<file path="src/rtl/hazard_dual.sv">
// Hazard and forwarding control for the dual-issue pipeline: per-lane operand
// forwarding selects, load-use detection and a multiply-wait stall machine.
module hazard_dual #(
  parameter int MULT_TIMEOUT = 64,
  parameter int CNT_W        = 7
) (
  input  logic       clk,
  input  logic       reset,
  input  logic [4:0] rsd,
  input  logic [4:0] rtd,
  input  logic [4:0] rsd2,
  input  logic [4:0] rtd2,
  input  logic [4:0] rse,
  input  logic [4:0] rte,
  input  logic [4:0] rse2,
  input  logic [4:0] rte2,
  input  logic [4:0] writerege,
  input  logic [4:0] writerege2,
  input  logic [4:0] writeregm,
  input  logic [4:0] writeregm2,
  input  logic [4:0] writeregw,
  input  logic [4:0] writeregw2,
  input  logic       regwritee,
  input  logic       regwritee2,
  input  logic       regwritem,
  input  logic       regwritem2,
  input  logic       regwritew,
  input  logic       regwritew2,
  input  logic       memtorege,
  input  logic       memtorege2,
  input  logic       multsele,
  input  logic       multsele2,
  input  logic       multready,
  input  logic       multready2,
  output logic [2:0] forwardae,
  output logic [2:0] forwardbe,
  output logic [2:0] forwardae2,
  output logic [2:0] forwardbe2,
  output logic       stallf,
  output logic       stalld,
  output logic       stalle,
  output logic       flushe,
  output logic       multbusy,
  output logic       multtimeout
);

  typedef enum logic {IDLE, WAIT} state_t;

  localparam logic [CNT_W-1:0] CNT_LAST = CNT_W'(MULT_TIMEOUT - 1);

  // A producer matches only when it writes, and register 0 never matches.
  function automatic logic hit(input logic we, input logic [4:0] dst, input logic [4:0] src);
    return we && (src != 5'd0) && (dst == src);
  endfunction

  function automatic logic [2:0] sel_lane0(input logic m2, input logic m,
                                           input logic w2, input logic w);
    if (m2)      return 3'd3;
    else if (m)  return 3'd2;
    else if (w2) return 3'd4;
    else if (w)  return 3'd1;
    else         return 3'd0;
  endfunction

  // Lane 1 sees lane 0's E result as the youngest producer in the bundle.
  function automatic logic [2:0] sel_lane1(input logic e, input logic m2, input logic m,
                                           input logic w2, input logic w);
    if (e)       return 3'd3;
    else if (m2) return 3'd2;
    else if (m)  return 3'd4;
    else if (w2) return 3'd1;
    else if (w)  return 3'd5;
    else         return 3'd0;
  endfunction

  assign forwardae = sel_lane0(hit(regwritem2, writeregm2, rse), hit(regwritem, writeregm, rse),
                               hit(regwritew2, writeregw2, rse), hit(regwritew, writeregw, rse));
  assign forwardbe = sel_lane0(hit(regwritem2, writeregm2, rte), hit(regwritem, writeregm, rte),
                               hit(regwritew2, writeregw2, rte), hit(regwritew, writeregw, rte));
  assign forwardae2 = sel_lane1(hit(regwritee, writerege, rse2),
                                hit(regwritem2, writeregm2, rse2), hit(regwritem, writeregm, rse2),
                                hit(regwritew2, writeregw2, rse2), hit(regwritew, writeregw, rse2));
  assign forwardbe2 = sel_lane1(hit(regwritee, writerege, rte2),
                                hit(regwritem2, writeregm2, rte2), hit(regwritem, writeregm, rte2),
                                hit(regwritew2, writeregw2, rte2), hit(regwritew, writeregw, rte2));

  logic ld0_use, ld1_use, ld0_bundle, lwstall;

  assign ld0_use = hit(memtorege, writerege, rsd)  || hit(memtorege, writerege, rtd) ||
                   hit(memtorege, writerege, rsd2) || hit(memtorege, writerege, rtd2);
  assign ld1_use = hit(memtorege2, writerege2, rsd)  || hit(memtorege2, writerege2, rtd) ||
                   hit(memtorege2, writerege2, rsd2) || hit(memtorege2, writerege2, rtd2);
  // A lane 0 load cannot feed lane 1 of the same bundle through solutione.
  assign ld0_bundle = hit(memtorege, writerege, rse2) || hit(memtorege, writerege, rte2);
  assign lwstall = ld0_use || ld1_use || ld0_bundle;

  state_t           state, state_next;
  logic [1:0]       pending, pending_next, pending_clr;
  logic [CNT_W-1:0] cnt, cnt_next;
  logic             timeout_next;
  logic             mstall;

  always_ff @(posedge clk) begin
    if (reset) begin
      state       <= IDLE;
      pending     <= 2'b00;
      cnt         <= '0;
      multtimeout <= 1'b0;
    end else begin
      state       <= state_next;
      pending     <= pending_next;
      cnt         <= cnt_next;
      multtimeout <= timeout_next;
    end
  end

  assign pending_clr = pending & ~{multready2, multready};

  always_comb begin
    state_next   = state;
    pending_next = pending;
    cnt_next     = cnt;
    timeout_next = multtimeout;
    mstall       = 1'b0;
    case (state)
      IDLE: begin
        if (multsele || multsele2) begin
          mstall       = 1'b1;
          state_next   = WAIT;
          pending_next = {multsele2, multsele};
          cnt_next     = '0;
        end
      end
      WAIT: begin
        if (pending_clr == 2'b00) begin
          state_next   = IDLE;
          pending_next = 2'b00;
        end else if (cnt == CNT_LAST) begin
          // Give up on a stuck multiplier and record it until reset.
          state_next   = IDLE;
          pending_next = 2'b00;
          timeout_next = 1'b1;
        end else begin
          pending_next = pending_clr;
          cnt_next     = cnt + CNT_W'(1);
          mstall       = 1'b1;
        end
      end
      default: state_next = IDLE;
    endcase
  end

  assign stallf   = mstall || lwstall;
  assign stalld   = mstall || lwstall;
  assign stalle   = mstall;
  assign flushe   = lwstall && !mstall;
  assign multbusy = (state == WAIT);

endmodule

</file>
<file path="config.mk">
export PLATFORM = sky130hd
export DESIGN_NAME = hazard_dual
export DESIGN_NICKNAME = d
export VERILOG_FILES = /design/src/rtl/hazard_dual.sv
export SDC_FILE = /design/constraint.sdc
export NUM_CORES = 1
export LEC_CHECK = 0
export CAP_MARGIN = 25
export CORE_MARGIN = 2
export CORE_UTILIZATION = 30
export CTS_CLUSTER_SIZE = 40
export DETAILED_ROUTE_END_ITERATION = 12
export GPL_TIMING_DRIVEN = 0
export PLACE_DENSITY_LB_ADDON = 0.05
export SYNTH_ARGS = -nofsm -noshare
export SYNTH_HDL_FRONTEND = slang
export SYNTH_SLANG_ARGS = --single-unit
</file>
<file path="constraint.sdc">
create_clock -name clk -period 5.5 [get_ports clk]
set_clock_uncertainty 0.15 [all_clocks]
set_input_delay 0.825 -clock clk [delete_from_list [all_inputs] [get_ports clk]]
set_output_delay 0.825 -clock clk [all_outputs]
set_load 0.01 [all_outputs]
</file>
After elaboration in Yosys (flattened, before gate mapping). Cells that the tools add are included.

Eq/ne operators: 30. Add/subtract/negate cells: 1. Muxes and demuxes: 30. Bitwise logic cells: 4. Reduce and logical (&&, ||, !) cells: 80.

Operator list (count): == test 5 bit (26); logical AND 1 bit (57); 2-to-1 mux 3 bit (16); nonzero test 5 bit (8); 2-to-1 mux 7 bit (3); case mux 7 bit (2 select lines) (1); logical OR 1 bit (11); adder 7 x 1 -> 7 bit, second input constant (1); == test 7 x 6 -> 1 bit, second input constant (1); 2-to-1 mux 2 bit (3); != test 2 bit, second input constant (3); AND reduction 3 bit (2); 2-to-1 mux 1 bit (5); case mux 2 bit (2 select lines) (1); bitwise AND 2 bit (1); logical NOT 2 bit (1); inverter 1 bit (2); inverter 2 bit (1); case mux 1 bit (2 select lines) (1); logical NOT 1 bit (1).

Output and inout port bits: 18. Bits in registers: 11. Input port bits: 84. Word-level logic and storage cells: 149.

Longest topological paths before layout. Gate-level depths: netlist of run 1.

Word-level depth: 9. Mapped depth: 8. Depth with buffers taken out: 7.

Least setup slack after synthesis of run 1. No wires, ideal clock.

Path type: input -> output. From: in rte2[2]. To: out stallf. Slack: 2.101 ns. Stages on the path: 7. Arrival time: 2.424 ns. Buffers on the path: 2. Required time: 4.525 ns. Path through: buf_4 > or4_4 > nor2_4 > nor4_2 > o41ai_2 > nand3_1 > buf_4.

Longest elaborated chain between the ends: 6. Elaborated cells between the ends (all ways): 7. Classes of those cells: eq/ne (1); reduce/logical (6).

RTL lines: start, declared (RTL line 16) `input logic [4:0] rte2,`; nonzero test 5 bit (RTL line 53) `return we && (src != 5'd0) && (dst == src);`; logical AND 1 bit (RTL line 53); logical AND 1 bit (*) (RTL line 53); logical OR 1 bit (*) (RTL line 94) `assign ld0_bundle = hit(memtorege, writerege, rse2) || hit(memtorege, writerege, rte2);`; logical OR 1 bit (*) (RTL line 95) `assign lwstall = ld0_use || ld1_use || ld0_bundle;`; logical OR 1 bit (*); end, declared (RTL line 39) `output logic stallf,`.

Every way passes the cells marked *; elsewhere a longest branch is shown, timed or not.

Worst setup path in the final report of run 1.
From: in rtd2[1]. To: out stallf.

Longest elaborated chain between the ends: 7. Elaborated cells between the ends (all ways): 12. Classes of those cells: eq/ne (2); reduce/logical (10).

RTL lines: start, declared (RTL line 12) `input logic [4:0] rtd2,`; nonzero test 5 bit (RTL line 53); logical AND 1 bit (2 in series) (RTL line 53); logical OR 1 bit (on tied branches) (RTL line 90, 92); logical OR 1 bit (*) (2 in series) (RTL line 95); logical OR 1 bit (*) (RTL line 153) `assign stallf = mstall || lwstall;`.

Marked as above.

==> impl_metrics.ini, run 1 <==
[clocking]
numCtsBuffers = 3
insertion_delay_ps = 240
numClockSinks = 11
cts_tree = built
cts_max_level = 1
cts.repair.resized = 0
clk_pin_slew_ps = 50
cts_hold_buf = 0
clock_path_buffers = 2
post_cts_buffers = 0
cts_root_buf = clkbuf_8

[power_and_ir_drop]
p_seq_frac = 0.215
combPwrFrac = 0.577
internal_power_uw = 249
total_power_uw = 389
p_leak_nw = 1.06
vdd_ir_drop_max_mv = 0.0838
p_per_area_mw_per_mm2 = 121
switching_power_uw = 141
switching_share = 0.362
power_frac_clock = 0.208

[floorplanning]
pin_count = 102
placementRows = 32
chipHeight_um = 93.9
core_mm2 = 0.00777
die_width_um = 93.9
start_util = 0.312
die_area_mm2 = 0.00881

[grt]
grt_pass1_wl_um = 12000
grt_pass1_vias = 2284
grt_use_total = 0.172
antenna_found_initial = 0
grt_start_max_net_pins = 11
grt_overflow = 0

[yosys]
synth_cells = 319
ys_async_sr_fraction = 0
yosysWarnings = 0
synthTopCellsByCount = xnor2_1 (77), xor2_1 (57), nor4_1 (23)
ys_seq_elements = 11
syn_area_per_cell_um2 = 7.59
synth_fp_nets = 404
synth_edf_count = 0
synth_most_common_cell = xnor2_1
yosysSeqAreaShare = 0.0909
synth-main-ff-cell = dfxtp_1
netlist_area_mm2 = 0.00242
ys_types = 39
synth_top_cell_area_share = 0.278
yosys-top-cells-area = xnor2_1 (28%), xor2_1 (21%), dfxtp_1 (9.1%), nor4_1 (5.9%), nand4_1 (4.9%)
synth_top_area_cell = xnor2_1

[final_layout]
fillers = 834
drive_gt1_frac = 0.0699
antennaDiodeCount = 0
nNetsFinal = 472
stdcell_count = 488
area_delta_synth_final_pct = 33.2

[place]
place_congestion = 0.836
dp_hpwl_um = 6380
port_buffers = 63
placedCellCount = 484

[sta]
tightest_slew_ps = 565
finalHoldViolCount = 0
maxSlewViolCount = 0
setup_tns_ps = 0
slew_headroom = 0.620
post-route-period-util = 0.801
fmax_mhz = 227
min_period_ps = 4400
setup_viol = 0
rsz0062_at_grt = no

[setup_path]
startpoint_type = primary input
worst-r2r-cell-count = 7
path_max_fanout = 3
r2r_end = cnt[4]
end_kind = output port
critPathLaunch = rtd2[1]
reg2reg_from = cnt[0]
crit_required_ps = 4530
r2r_slack_ps = 3540
critPathArrivalTime_ps = 3430
critPathKind = primary input to output port

[drt]
drt_wl_total_um = 7640
drtIter0Drc = 83
ant_nets = 0
wl_per_cell_um = 15.7
via_count = 2380
drc = 0
dr.pass1.iters = 4
viasPerCell = 4.88

[outcome]
status = finished, final reports clean

[job]
max_cap_violations = 0

[worst_hold_path]
holdCritStartpoint = pending[1]
min_to = pending[1]
hold_path_class = flip-flop to flip-flop
hold_path_depth = 2
-- cells by family (layout without fill, tap and decap cells) --
logic type / after synthesis / in the layout / synth area share
AO/OA/AOI/OAI: 18 / 18 / 0.0553
buffers and inverters: 41 / 108 / 0.0842
XOR/XNOR: 134 / 134 / 0.485
adder cells (fa/ha/maj): 1 / 1 / 0.00516
AND/OR/NAND/NOR: 114 / 114 / 0.280
flip-flops: 11 / 11 / 0.0909
-- registers in the layout (all words and copies together) (netlist names) --
register,count
cnt,7
multtimeout,1
multbusy,1
pending,2
-- metal layers --
layer / wire [um] / vias up / track usage
li1: - / 1212 / -
met1: 3720 / 1091 / 0.249
met2: 3360 / 75 / 0.274
met3: 544 / 2 / 0.0289
met4: 18 / 0 / 0.0242
met5: 0 / - / 0
-- placed cells by master (no fill, tap or decap), types with 4 or more instances in the layout --
cell type,n
buf_1,6
dfxtp_1,11
nand3_1,11
or4_1,7
xor2_1,57
nand2b_1,5
nand4_1,19
clkbuf_1,20
clkdlybuf4s50_1,63
nor2b_1,5
nor2_1,22
buf_4,6
o21ai_0,4
nor4_1,23
a21oi_1,4
nor3b_1,4
xnor2_1,77
-- critical path, stage by stage --
cell,delay [ps]
clkdlybuf4s50_1,490
or4_1,540
nor2_1,160
nor4_1,80
o41ai_1,530
nand3_1,170
buf_4,160
clkdlybuf4s50_1,470
-- worst max-delay path by stage --
| stage | slack, ps | cells after the start | end |
|---|---|---|---|
| after global routing | 780 | 8 | stallf |
| after CTS | 1060 | 8 | stallf |
| after floorplan | 2100 | 7 | stallf |
| after detailed placement | 1070 | 8 | stallf |
| final | 1100 | 8 | stallf |
| after global placement | 1070 | 8 | stallf |
-- through the flow --
| stage | area [um2] | utilization | worst slack (ps) | hold WS (ps) |
|---|---|---|---|---|
| floorplan | 2420 | - | 2100 | 289 |
| global placement | 3180 | 0.409 | 1070 | 307 |
| detailed placement | 3180 | 0.409 | 1070 | 317 |
| CTS | 3230 | 0.415 | 1060 | 326 |
| global route | 3230 | 0.415 | 779 | 361 |
| finish | 3230 | 0.415 | 1100 | 325 |
-- power by group through the flow --
stage	clock (mW)	combinational, mW	sequential [mW]
final	0.0811	0.225	0.0837
after CTS	0.0839	0.226	0.0837
after global routing	0.0879	0.245	0.0841
after floorplan	0	0.136	0.0851
after global placement	0	0.222	0.0853
after detailed placement	0	0.225	0.0853
-- cell type report --
class | count | area [um2] | area share
Timing Repair Buffer | 63 | 631 | 0.196
Sequential cell | 11 | 220 | 0.0683
Inverter | 3 | 11.3 | 0.00349
Clock buffer | 4 | 45.0 | 0.0140
Multi-Input combinational cell | 267 | 2000 | 0.619
Buffer | 38 | 193 | 0.0597
Tap cell | 102 | 128 | 0.0396
Power figures use the tool's default switching activity.
==> run 2, diff against run 1 <==
==> constraint.sdc (replaced) <==
create_clock -name clk -period 3.9 [get_ports clk]
set_clock_uncertainty 0.15 [all_clocks]
set_input_delay 0.585 -clock clk [delete_from_list [all_inputs] [get_ports clk]]
set_output_delay 0.585 -clock clk [all_outputs]
set_load 0.01 [all_outputs]
==> run 2 against run 1 <==
Net effect:
- register-to-register slack got worse by 1600 ps
- count of clock-buffer cells in the layout did not move
- sequential power rose by 41%
- clock power rose by 41%
- combinational power rose by 41%
- setup slack got worse by 900 ps
- global-route usage barely moved
- utilization rose by 0.27 points
- non-clock buffer count did not move
- highest routed layer unchanged
==> impl_metrics.ini, run 2 (synthesis gave the netlist of run 1 again) <==
[sta]
rsz0062_at_grt = no
slew_headroom = 0.508
setup_tns_ps = 0
finalHoldViolCount = 0
maxSlewViolCount = 0
fmax_mhz = 270
finalWorstSetupSlack_ps = 190
min_period_ps = 3710
tightest_slew_ps = 732
post-route-period-util = 0.951
setup_viol = 0
fin_hold_ws_ps = 325

[grt]
grt_overflow = 0
grt_use_total = 0.172
busiest_layer = met2
grt_start_max_net_pins = 11
grtUsageMet3 = 0.0289
grt_util_met1 = 0.248
grt_pass1_wl_um = 12000
antenna_found_initial = 0
met2_usage = 0.274
grt_pass1_vias = 2282

[final_layout]
area_delta_synth_final_pct = 34.0
nNetsFinal = 472
layout_commonest_cell = xnor2_1
most-common-layout-cells = xnor2_1 (77), clkdlybuf4s50_1 (60), xor2_1 (57)
regMostFlops = cnt
largest_reg_flops = 7
antennaDiodeCount = 0
drive_gt1_frac = 0.0751
stdcell_count = 488
stdcell_area_mm2 = 0.00325
fin_util = 0.418
fillers = 834
top_regs = cnt (7), pending (2)

[drt]
wl_per_cell_um = 15.7
via_count = 2378
ant_nets = 0
drtIter0Drc = 71
dr.pass1.iters = 4
viasPerCell = 4.87
drt_wl_total_um = 7640
drc = 0

[floorplanning]
chipHeight_um = 93.9
die_width_um = 93.9
core_mm2 = 0.00777
start_util = 0.312
placementRows = 32
die_area_mm2 = 0.00881
pin_count = 102

[power_and_ir_drop]
p_seq_frac = 0.215
power_frac_clock = 0.208
internal_power_uw = 350
p_leak_nw = 1.08
switching_power_uw = 200
p_per_area_mw_per_mm2 = 169
vdd_ir_drop_max_mv = 0.118
switching_share = 0.364
combPwrFrac = 0.577
total_power_uw = 550

[clocking]
cts_hold_buf = 0
cts_tree = built
cts_max_level = 1
insertion_delay_ps = 240
cts_root_buf = clkbuf_8
numClockSinks = 11
clk_pin_slew_ps = 50
numCtsBuffers = 3
clock_path_buffers = 2

[setup_path]
path_max_fanout = 3
critPathArrivalTime_ps = 2970
r2r_slack_ps = 1940
startpoint_type = primary input
end_kind = output port
cp_cell_sequence = clkdlybuf4s50_1 > or4_1 > nor2_2 > nor4_1 > a31o_2 > o41ai_4 > a21oi_1 > clkdlybuf4s50_1
crit_buf_inv = 2
critPathSlowestCell = or4_1
cp_top_family = buffers and inverters
slowest_delay_ps = 550
critPathKind = primary input to output port
crit_path_frequent_cell = clkdlybuf4s50_1
crit_required_ps = 3160

[place]
dp_hpwl_um = 6380
place_congestion = 0.836
placedCellCount = 484
pre_cts_slack_ps = -50.7
dpl-instance-area_mm2 = 0.00318
port_buffers = 63

[outcome]
status = finished, final reports clean

[job]
max_cap_violations = 0

[worst_hold_path]
hold_path_class = flip-flop to flip-flop
run 2: tightest hold or removal path, stage by stage (launching register included):
cell     delay (ps)
dfxtp_1         300
o21ai_0          70
a21oi_1          60
run 2: worst paths after layout:
path,from,end,depth (start not counted)
setup / recovery,rsd2[1],flushe,8
hold reg to reg,pending[1],pending[1],2
setup reg to reg,cnt[0],cnt[4],7
hold / removal,pending[1],pending[1],2
run 2: timing repair:
| item | in CTS | in global routing |
|---|---|---|
| setup buffers | 0 | 0 |
| resized for setup | 5 | 1 |
| endpoints found under the setup margin | 1 | 1 |
| pin swaps | 2 | 1 |
run 2: routing by layer:
metal	vias up	wire length (um)
met5	-	0
met4	0	18
met3	2	560
met2	71	3360
met1	1092	3700
li1	1213	-
run 2: final cells by class:
class                   instances  area [um2]  area share
multi-input cells             267        2020       0.622
repair buffers                 63         631       0.194
flip-flops and latches         11         220      0.0678
plain buffers                  38         193      0.0593
well taps                     102         128      0.0393
clock buffers                   4        45.0      0.0139
inverters                       3        11.3     0.00347
run 2: power by group through the flow:
stage	logic (mW)	registers, mW	clock network (mW)
after floorplan	0.192	0.120	0
after global placement	0.314	0.120	0
after detailed placement	0.317	0.120	0
after CTS	0.320	0.118	0.118
after global routing	0.346	0.119	0.124
final	0.317	0.118	0.114
